==> config.mk <==
export PLATFORM = sky130hd
export DESIGN_NAME = encoder_nbit_seq
export DESIGN_NICKNAME = d
export VERILOG_FILES = /design/src/rtl/enc_pkg.sv /design/src/rtl/prio_pick_nbit.sv /design/src/rtl/encoder_nbit_seq.sv
export SDC_FILE = /design/constraint.sdc
export NUM_CORES = 1
export LEC_CHECK = 0
export ABC_CLOCK_PERIOD_IN_PS = 4950
export CORE_ASPECT_RATIO = 0.5
export CORE_UTILIZATION = 30
export CTS_BUF_LIST = sky130_fd_sc_hd__clkbuf_2 sky130_fd_sc_hd__clkbuf_4 sky130_fd_sc_hd__clkbuf_8
export CTS_CLUSTER_DIAMETER = 60
export DETAILED_ROUTE_END_ITERATION = 12
export GPL_TIMING_DRIVEN = 0
export PLACE_DENSITY_LB_ADDON = 0.25
export SLEW_MARGIN = 25
export SYNTH_ARGS = -nofsm -noshare
export SYNTH_HDL_FRONTEND = slang
export SYNTH_SLANG_ARGS = --single-unit
==> constraint.sdc <==
create_clock -name clk -period 4.95 [get_ports clk]
set_clock_uncertainty 0.05 [all_clocks]
set_input_delay 0.495 -clock clk [delete_from_list [all_inputs] [get_ports clk]]
set_output_delay 0.495 -clock clk [all_outputs]
set_load 0.02 [all_outputs]
==> src/rtl/enc_pkg.sv <==
// enc_pkg: shared types and constants for the sequential N-bit request encoder.
// Holds the issue FSM state encoding, the request-vector width helper and a
// population-count function used for the registered pending count.
package enc_pkg;

    localparam int N = 3;       // index width
    localparam int W = 1 << N;  // request vector width, 2**N

    typedef enum logic [1:0] {
        IDLE,   // nothing held: idx_valid = 0, pending = 0
        ISSUE,  // index freshly loaded and offered to the consumer
        STALL   // index held because the consumer was not ready
    } state_t;

    // Number of set bits in a request vector (0 .. W).
    function automatic logic [N:0] popcount(input logic [W-1:0] v);
        logic [N:0] c;
        c = '0;
        for (int i = 0; i < W; i++) begin
            c = c + {{N{1'b0}}, v[i]};
        end
        return c;
    endfunction

endpackage

==> src/rtl/prio_pick_nbit.sv <==
// prio_pick_nbit: combinational priority picker.
// Returns the first set bit of vec found when searching upward from start,
// wrapping modulo 2**N. With start tied to 0 this is a plain lowest-index-wins
// priority encoder.
module prio_pick_nbit #(
    parameter int N = 3
) (
    input  logic [(1<<N)-1:0] vec,
    input  logic [N-1:0]      start,
    output logic              found,
    output logic [N-1:0]      index
);

    localparam int W = 1 << N;

    // Search from start, wrapping; the first hit wins and later hits are ignored.
    always_comb begin
        // NOTE: every output gets a default before the loop so no path leaves a
        // value unassigned, which would otherwise infer a latch.
        found = 1'b0;
        index = '0;
        for (int k = 0; k < W; k++) begin
            // N-bit addition wraps naturally, giving the modulo-2**N search order.
            if (!found && vec[start + k[N-1:0]]) begin
                found = 1'b1;
                index = start + k[N-1:0];
            end
        end
    end

endmodule

==> src/rtl/encoder_nbit_seq.sv <==
// encoder_nbit_seq: sequential N-bit request encoder.
// Merges incoming request bits into a pending set and issues one binary index
// per accepted valid/ready transfer, clearing each bit as it is issued.
// Optional feature: define ENC_ROUND_ROBIN_EN for rotating priority (search
// starts after the last issued index); default build uses fixed priority,
// lowest index first, and has no pointer register.
module encoder_nbit_seq
    import enc_pkg::*;
(
    input  logic         clk,
    input  logic         rst_n,
    input  logic [W-1:0] req,
    input  logic         enable,
    output logic [N-1:0] idx,
    output logic         idx_valid,
    input  logic         idx_ready,
    output logic [W-1:0] pending,
    output logic [N:0]   pend_cnt
);

    state_t       state, state_nxt;
    logic [W-1:0] merged;
    logic         load;
    logic         found;
    logic [N-1:0] pick;
    logic [N-1:0] start;
    logic [W-1:0] pending_nxt;
    logic [N-1:0] idx_nxt;

    // Requests seen this cycle join whatever is still waiting.
    assign merged    = pending | (enable ? req : '0);
    // A new index may be loaded when the output slot is empty or being drained.
    assign load      = !idx_valid || idx_ready;
    assign idx_valid = (state != IDLE);

`ifdef ENC_ROUND_ROBIN_EN
    localparam logic [N-1:0] ONE = 1;
    logic [N-1:0] ptr;

    // Search begins just past the last issued index.
    assign start = ptr + ONE;

    // Remember the index issued on each load; reset points at the top so the
    // first search starts at 0.
    always_ff @(posedge clk or negedge rst_n) begin
        if (!rst_n) begin
            ptr <= '1;
        end else if (load && found) begin
            ptr <= pick;
        end
    end
`else
    assign start = '0;
`endif

    prio_pick_nbit #(.N(N)) u_pick (
        .vec   (merged),
        .start (start),
        .found (found),
        .index (pick)
    );

    // Next-state and datapath decisions: load a fresh index, go idle, or hold.
    always_comb begin
        state_nxt   = state;
        pending_nxt = merged;
        idx_nxt     = idx;
        if (load) begin
            if (found) begin
                state_nxt   = ISSUE;
                idx_nxt     = pick;
                pending_nxt = merged & ~(W'(1) << pick);
            end else begin
                state_nxt   = IDLE;
                pending_nxt = '0;
            end
        end else begin
            // Consumer stalled: idx holds, new requests still collect.
            state_nxt = STALL;
        end
    end

    // State, held index, pending set and its count all update on the same edge.
    always_ff @(posedge clk or negedge rst_n) begin
        if (!rst_n) begin
            state    <= IDLE;
            idx      <= '0;
            pending  <= '0;
            pend_cnt <= '0;
        end else begin
            // NOTE: non-blocking assignments so every register samples the
            // pre-edge values, independent of statement order.
            state    <= state_nxt;
            idx      <= idx_nxt;
            pending  <= pending_nxt;
            pend_cnt <= popcount(pending_nxt);
        end
    end

endmodule
==> flow_metrics.tcl, run 1 <==
set metrics [dict create \
    antenna_found_initial 0 \
    drt-pass1-iter-count 4 \
    fillers 294 \
    cts-root-buf "clkbuf_8" \
    synth.net_count 115 \
    dieArea_sq_mm 0.00347 \
    cp_common_cell "inv_1" \
    required_ns 5.05 \
    netlist-cell-type-count 32 \
    die_w_um 82.3 \
    core-area_sq_mm 0.00303 \
    drv_slew 0 \
    place.gp.congestion 0.795 \
    yosys-top-cells-area "dfrtp_1 44%, fa_1 8.3%, a21oi_1 6.7%, a21o_1 4.7%, inv_1 4.7%" \
    cts.path.max_buffers 2 \
    fin_util_pct 44.0 \
    whs_ns 0.425 \
    period_needed_ns 4.38 \
    worstPathCellList "clkdlybuf4s50_1, o21a_2, and4bb_4, a32o_2, inv_1, a21o_1, fa_1, inv_1, fa_1, inv_1, fa_1, inv_1, ha_1, inv_1, fa_1, inv_1" \
    cts-buffers-inserted 3 \
    fin_crit_sh_pct 88.6 \
    power_density_mw_per_mm2 550 \
    hold_viol 0 \
    grt_pass1_vias 710 \
    outcome "complete, no violations" \
    total_power_uw 733 \
    syn-cell-area_sq_um 967 \
    place_area_sq_mm 0.00129 \
    cp.arrival_ns 4.49 \
    io_buffers 27 \
    postRouteAntennaNets 0 \
    area_growth_pct 37.9 \
    hold_buffers 0 \
    worst-setup-path-type "in -> reg" \
    vdd_drop_max_mv 0.243 \
    cts_tree "built" \
    path_buf_inv 7 \
    final_cell_mix "27 x clkdlybuf4s50_1, 17 x dfrtp_1, 13 x a21oi_1" \
    hpwl_um 1630 \
    drcViolationCount 0 \
    worstPathMaxFanout 7 \
    cts-resized-gates 0 \
    syn_inst 96 \
    dr_total_vias 790 \
    viasPerCell 4.73 \
    cts_setup_buffers 0 \
    worstHoldPathType "reg -> reg" \
    clock.fmax_mhz 228 \
    track_usage_pct 13.0 \
    pin_count 28 \
    worst_path_largest_cell_delay_ns 0.53 \
    drive_above_1_share_pct 9.45 \
    die_h_um 42.2 \
    nNetsFinal 147 \
    synth_warnings 0 \
    dp_slack_ns 0.314 \
    drtIter0Drc 59 \
    antenna_cells 0 \
    syn_avg_cell_area_sq_um 10.1 \
    start_kind "primary input" \
    synthArstFlopShare_pct 100 \
    clock_latency_ns 0.25 \
    synth-seq-area-share_pct 44.0 \
    wl_um 2020 \
    setup-violations-final 0 \
    cpMaxStageDelayCell "fa_1" \
    rsz0062_at_grt "false" \
    place_inst 163 \
    maxCapViolations 0 \
    synth_edf_count 0 \
    slew-limit-headroom_pct 49.6 \
    layout_setup_ws_ns 0.566 \
    p_leak_nw 0.579 \
    ys.flop_type "dfrtp_1" \
    synth-seq-cells 17 \
    final.setup.tns_ns 0 \
    cts-htree-levels 1 \
    grt_overflow 0 \
    stdcell_area_sq_mm 0.00133 \
    grt_pass1_wl_um 3300 \
    rows 14 \
    wl_per_cell_um 12.1 \
    cts_sinks 17 \
    worst_pin_slew_ns 0.754 \
    grt_max_degree 18 \
    instances_no_fill 167 \
    yosys.area.top_type "dfrtp_1" \
    critPathTopFamily "adder cells" \
    end_kind "register" \
    final_common_cell "clkdlybuf4s50_1" \
    synth_top_area_share_pct 44.0 \
    initial_core_util_pct 31.9 \
    clkTransAtPathRegs_ns 0.07 \
]
## layout make-up
type	instances	area [sq um]	share of cell area (%)
timing repair buffer	27	270	20.3
tap	40	50.0	3.75
buffer	1	5.00	0.375
sequential	17	425	31.9
clock inverter	1	5.00	0.375
inverter	12	45.0	3.38
clock buffer	3	41.3	3.10
multi-input combinational	66	492	36.9
## flip-flops by register name, indices dropped and copies added (netlist names)
signal / count
pend_cnt: 4
idx: 3
state: 2
pending: 8
## path summary, 6_finish.rpt
path,from,slack [ns],depth (start not counted),end
worst max-delay path,req[0],0.57,16,pend_cnt[1]
worst min register to register,idx[2],0.43,2,idx[2]
worst max register to register,pending[1],0.85,15,pend_cnt[1]
min in group asynchronous,rst_n,0.63,1,pend_cnt[1]
max in group asynchronous,rst_n,3.74,1,state[1]
worst min-delay path,idx[2],0.43,2,idx[2]
## tightest hold or removal path, stage by stage (launching register included)
cell     delay, ns
dfrtp_1       0.34
nand2_1       0.05
nand2_1       0.05
## power breakdown
group          total [mW]  switching (mW)  leakage (nW)  internal [mW]
Sequential          0.207          0.0213         0.189          0.186
Clock               0.104          0.0484        0.0255         0.0559
Combinational       0.422           0.225         0.364          0.197
Total               0.733           0.295         0.579          0.438
## kinds of logic (layout without fill, tap and decap cells)
family	Yosys count	after routing	synth area share (%)
AO/OA/AOI/OAI	37	37	25.2
adder cells (fa/ha/maj)	7	7	12.2
buffers and inverters	13	44	5.17
flip-flops	17	17	44.0
AND/OR/NAND/NOR	21	21	12.6
XOR/XNOR	1	1	0.906
## layer usage
metal | global-route usage, % | share of wire, %
met1 | 18.8 | 53
met2 | 17.7 | 42
met3 | 4.78 | 4.5
met4 | 4.21 | 0
met5 | 0 | 0
## cell usage after synthesis, drive strengths merged (2+ instances only)
library cell and number:
dfrtp 17, a21oi 13, inv 12, a21o 6, nor2 6, o21ai 6, nand2 5, fa 4
ha 3, a21boi 2, a41o 2, o21a 2, or2 2
Note: power is estimated with default switching activity, not from simulation.
==> run 2: changes to the inputs <==
--- a/config.mk
+++ b/config.mk
@@ -5,7 +5,7 @@
 export SDC_FILE = /design/constraint.sdc
 export NUM_CORES = 1
 export LEC_CHECK = 0
-export ABC_CLOCK_PERIOD_IN_PS = 4950
+export ABC_CLOCK_PERIOD_IN_PS = 3600
 export CORE_ASPECT_RATIO = 0.5
 export CORE_UTILIZATION = 30
 export CTS_BUF_LIST = sky130_fd_sc_hd__clkbuf_2 sky130_fd_sc_hd__clkbuf_4 sky130_fd_sc_hd__clkbuf_8
==> constraint.sdc (replaced) <==
create_clock -name clk -period 3.6 [get_ports clk]
set_clock_uncertainty 0.05 [all_clocks]
set_input_delay 0.36 -clock clk [delete_from_list [all_inputs] [get_ports clk]]
set_output_delay 0.36 -clock clk [all_outputs]
set_load 0.02 [all_outputs]
==> flow_metrics.tcl, run 2 (synthesis gave the netlist of run 1 again) <==
set metrics [dict create \
    outcome "complete, but fails checks" \
    violations "setup timing" \
    cts_sinks 17 \
    die_w_um 82.3 \
    end_kind "register" \
    core-area_sq_mm 0.00303 \
    io_buffers 27 \
    clkPwrFrac_pct 12.2 \
    rsz0062_at_grt "true" \
    area_growth_pct 50.3 \
    start_kind "register" \
    p_comb_share_pct 63.6 \
    cts_tree "built" \
    clock.fmax_mhz 255 \
    hpwl_um 1730 \
    drv_slew 0 \
    fin_crit_sh_pct 109 \
    initial_core_util_pct 31.9 \
    wl_per_cell_um 12.5 \
    startpoint "pending[1]" \
    clock_latency_ns 0.26 \
    fin_util_pct 48.0 \
    vdd_drop_max_mv 0.394 \
    antenna_cells 0 \
    cts.path.max_buffers 2 \
    internal-power_uw 709 \
    pin_count 28 \
    whs_ns 0.427 \
    worst-setup-path-type "reg -> reg" \
    netSwitchingPower_uw 471 \
    period_needed_ns 3.92 \
    grt_pass1_vias 821 \
    top_register "pending" \
    layout_setup_ws_ns -0.318 \
    rows 14 \
    dieArea_sq_mm 0.00347 \
    postRouteAntennaNets 0 \
    grt_overflow 0 \
    worstRegToRegCells 15 \
    multiInputGateArea_sq_um 531 \
    clkTransAtPathRegs_ns 0.07 \
    grt_pass1_wl_um 3660 \
    switching_share_pct 39.9 \
    regArea_sq_um 428 \
    p_seq_share_pct 24.2 \
    hold_viol 0 \
    cts-buffers-inserted 3 \
    drt-pass1-iter-count 4 \
    grt_max_degree 18 \
    critPathCapture "pend_cnt[1]" \
    cp.arrival_ns 4.03 \
    viasPerCell 4.84 \
    drcViolationCount 0 \
    largest_reg_flops 8 \
    slew-limit-headroom_pct 50.3 \
    drtIter0Drc 74 \
    setup-violations-final 3 \
    top_regs "pending x8, pend_cnt x4, idx x3" \
    ff2ff_setup_slack_ns -0.32 \
    wl_um 2210 \
    final_cell_mix "22 x clkdlybuf4s50_1, 15 x dfrtp_1, 10 x a21oi_1, 10 x buf_4, 7 x inv_1" \
    place.gp.congestion 0.807 \
    cts-root-buf "clkbuf_8" \
    worstHoldPathType "reg -> reg" \
    power_density_mw_per_mm2 812 \
    fillers 287 \
    worstPathMaxFanout 6 \
    die_h_um 42.2 \
    dr_total_vias 856 \
    cts-htree-levels 1 \
    r2r_start "pending[1]" \
    maxCapViolations 0 \
    antenna_found_initial 0 \
    track_usage_pct 14.6 \
    worst_pin_slew_ns 0.743 \
    p_leak_nw 0.637 \
    required_ns 3.71 \
    drive_above_1_share_pct 26.3 \
    final_common_cell "clkdlybuf4s50_1" \
    rr_endpoint "pend_cnt[1]" \
    nNetsFinal 157 \
    hold-path-cell-count 2 \
]
## run 2: cell count changes in the layout (fill, tap and decap cells not counted), moves of 3 or more
cell             before  now
o21ai_1               1    4
inv_1                12    7
buf_4                 0   10
inv_2                 0    5
clkdlybuf4s50_1      27   22
o21ai_0               5    2
dlygate4sd2_1         0    4
a21oi_1              13   10
## run 2: critical path, cell delays in order, from the launching register on
cell,delay [ns]
dfrtp_2,0.41
or2_4,0.26
and4bb_4,0.31
a32o_2,0.26
inv_2,0.05
a21o_1,0.17
fa_1,0.50
inv_2,0.04
fa_1,0.49
inv_2,0.04
fa_2,0.44
inv_2,0.08
ha_4,0.13
inv_2,0.04
fa_2,0.50
inv_1,0.03
## run 2: power by group through the flow
stage	Sequential, mW	Combinational, mW	Clock (mW)
after detailed placement	0.291	0.654	0
after CTS	0.285	0.735	0.147
after global placement	0.291	0.640	0
final	0.286	0.751	0.144
after global routing	0.291	0.842	0.158
after floorplan	0.358	0.374	0
## run 2: metal layers
metal | global-route usage (%) | up-vias | part of all wire [%]
met4 | 4.21 | 0 | 0.86
met3 | 5.65 | 2 | 7.3
met2 | 21.8 | 25 | 47
met1 | 19.7 | 408 | 45
met5 | 0 | - | 0
li1 | - | 421 | -
## run 2: area by class of cell
type | count | area share, %
Clock buffer | 3 | 2.84
Multi-Input combinational cell | 66 | 36.5
Tap cell | 40 | 3.44
Inverter | 12 | 3.10
Buffer | 1 | 0.775
Timing Repair Buffer | 37 | 23.6
Clock inverter | 1 | 0.344
Sequential cell | 17 | 29.4
## run 2: per-stage QoR
step	std cells	TNS, ns	instance area (sq um)	total power, mW	setup slack [ns]
global route	177	-0.993	1450	1.29	-0.422
floorplan	96	-0.576	991	0.732	-0.322
detailed placement	163	-2.63	1310	0.944	-0.858
CTS	176	-0.676	1440	1.17	-0.321
finish	177	-0.664	1450	1.18	-0.318
global placement	163	-2.51	1310	0.931	-0.829
## run 2: worst min path at each step
stage,start,slack [ns],to
final,idx[2],0.43,idx[2]
after global routing,idx[1],0.46,idx[1]
after CTS,idx[2],0.44,idx[2]
after detailed placement,idx[2],0.42,idx[2]
after global placement,idx[2],0.41,idx[2]
after floorplan,rst_n,0.01,idx[0]
## run 2: what timing repair did
action                                  CTS  global route
endpoints found under the setup margin    4             4
buffers inserted                          9             1
resized for setup                        12             4
hold buffers                              0             0
pin swaps                                10             3
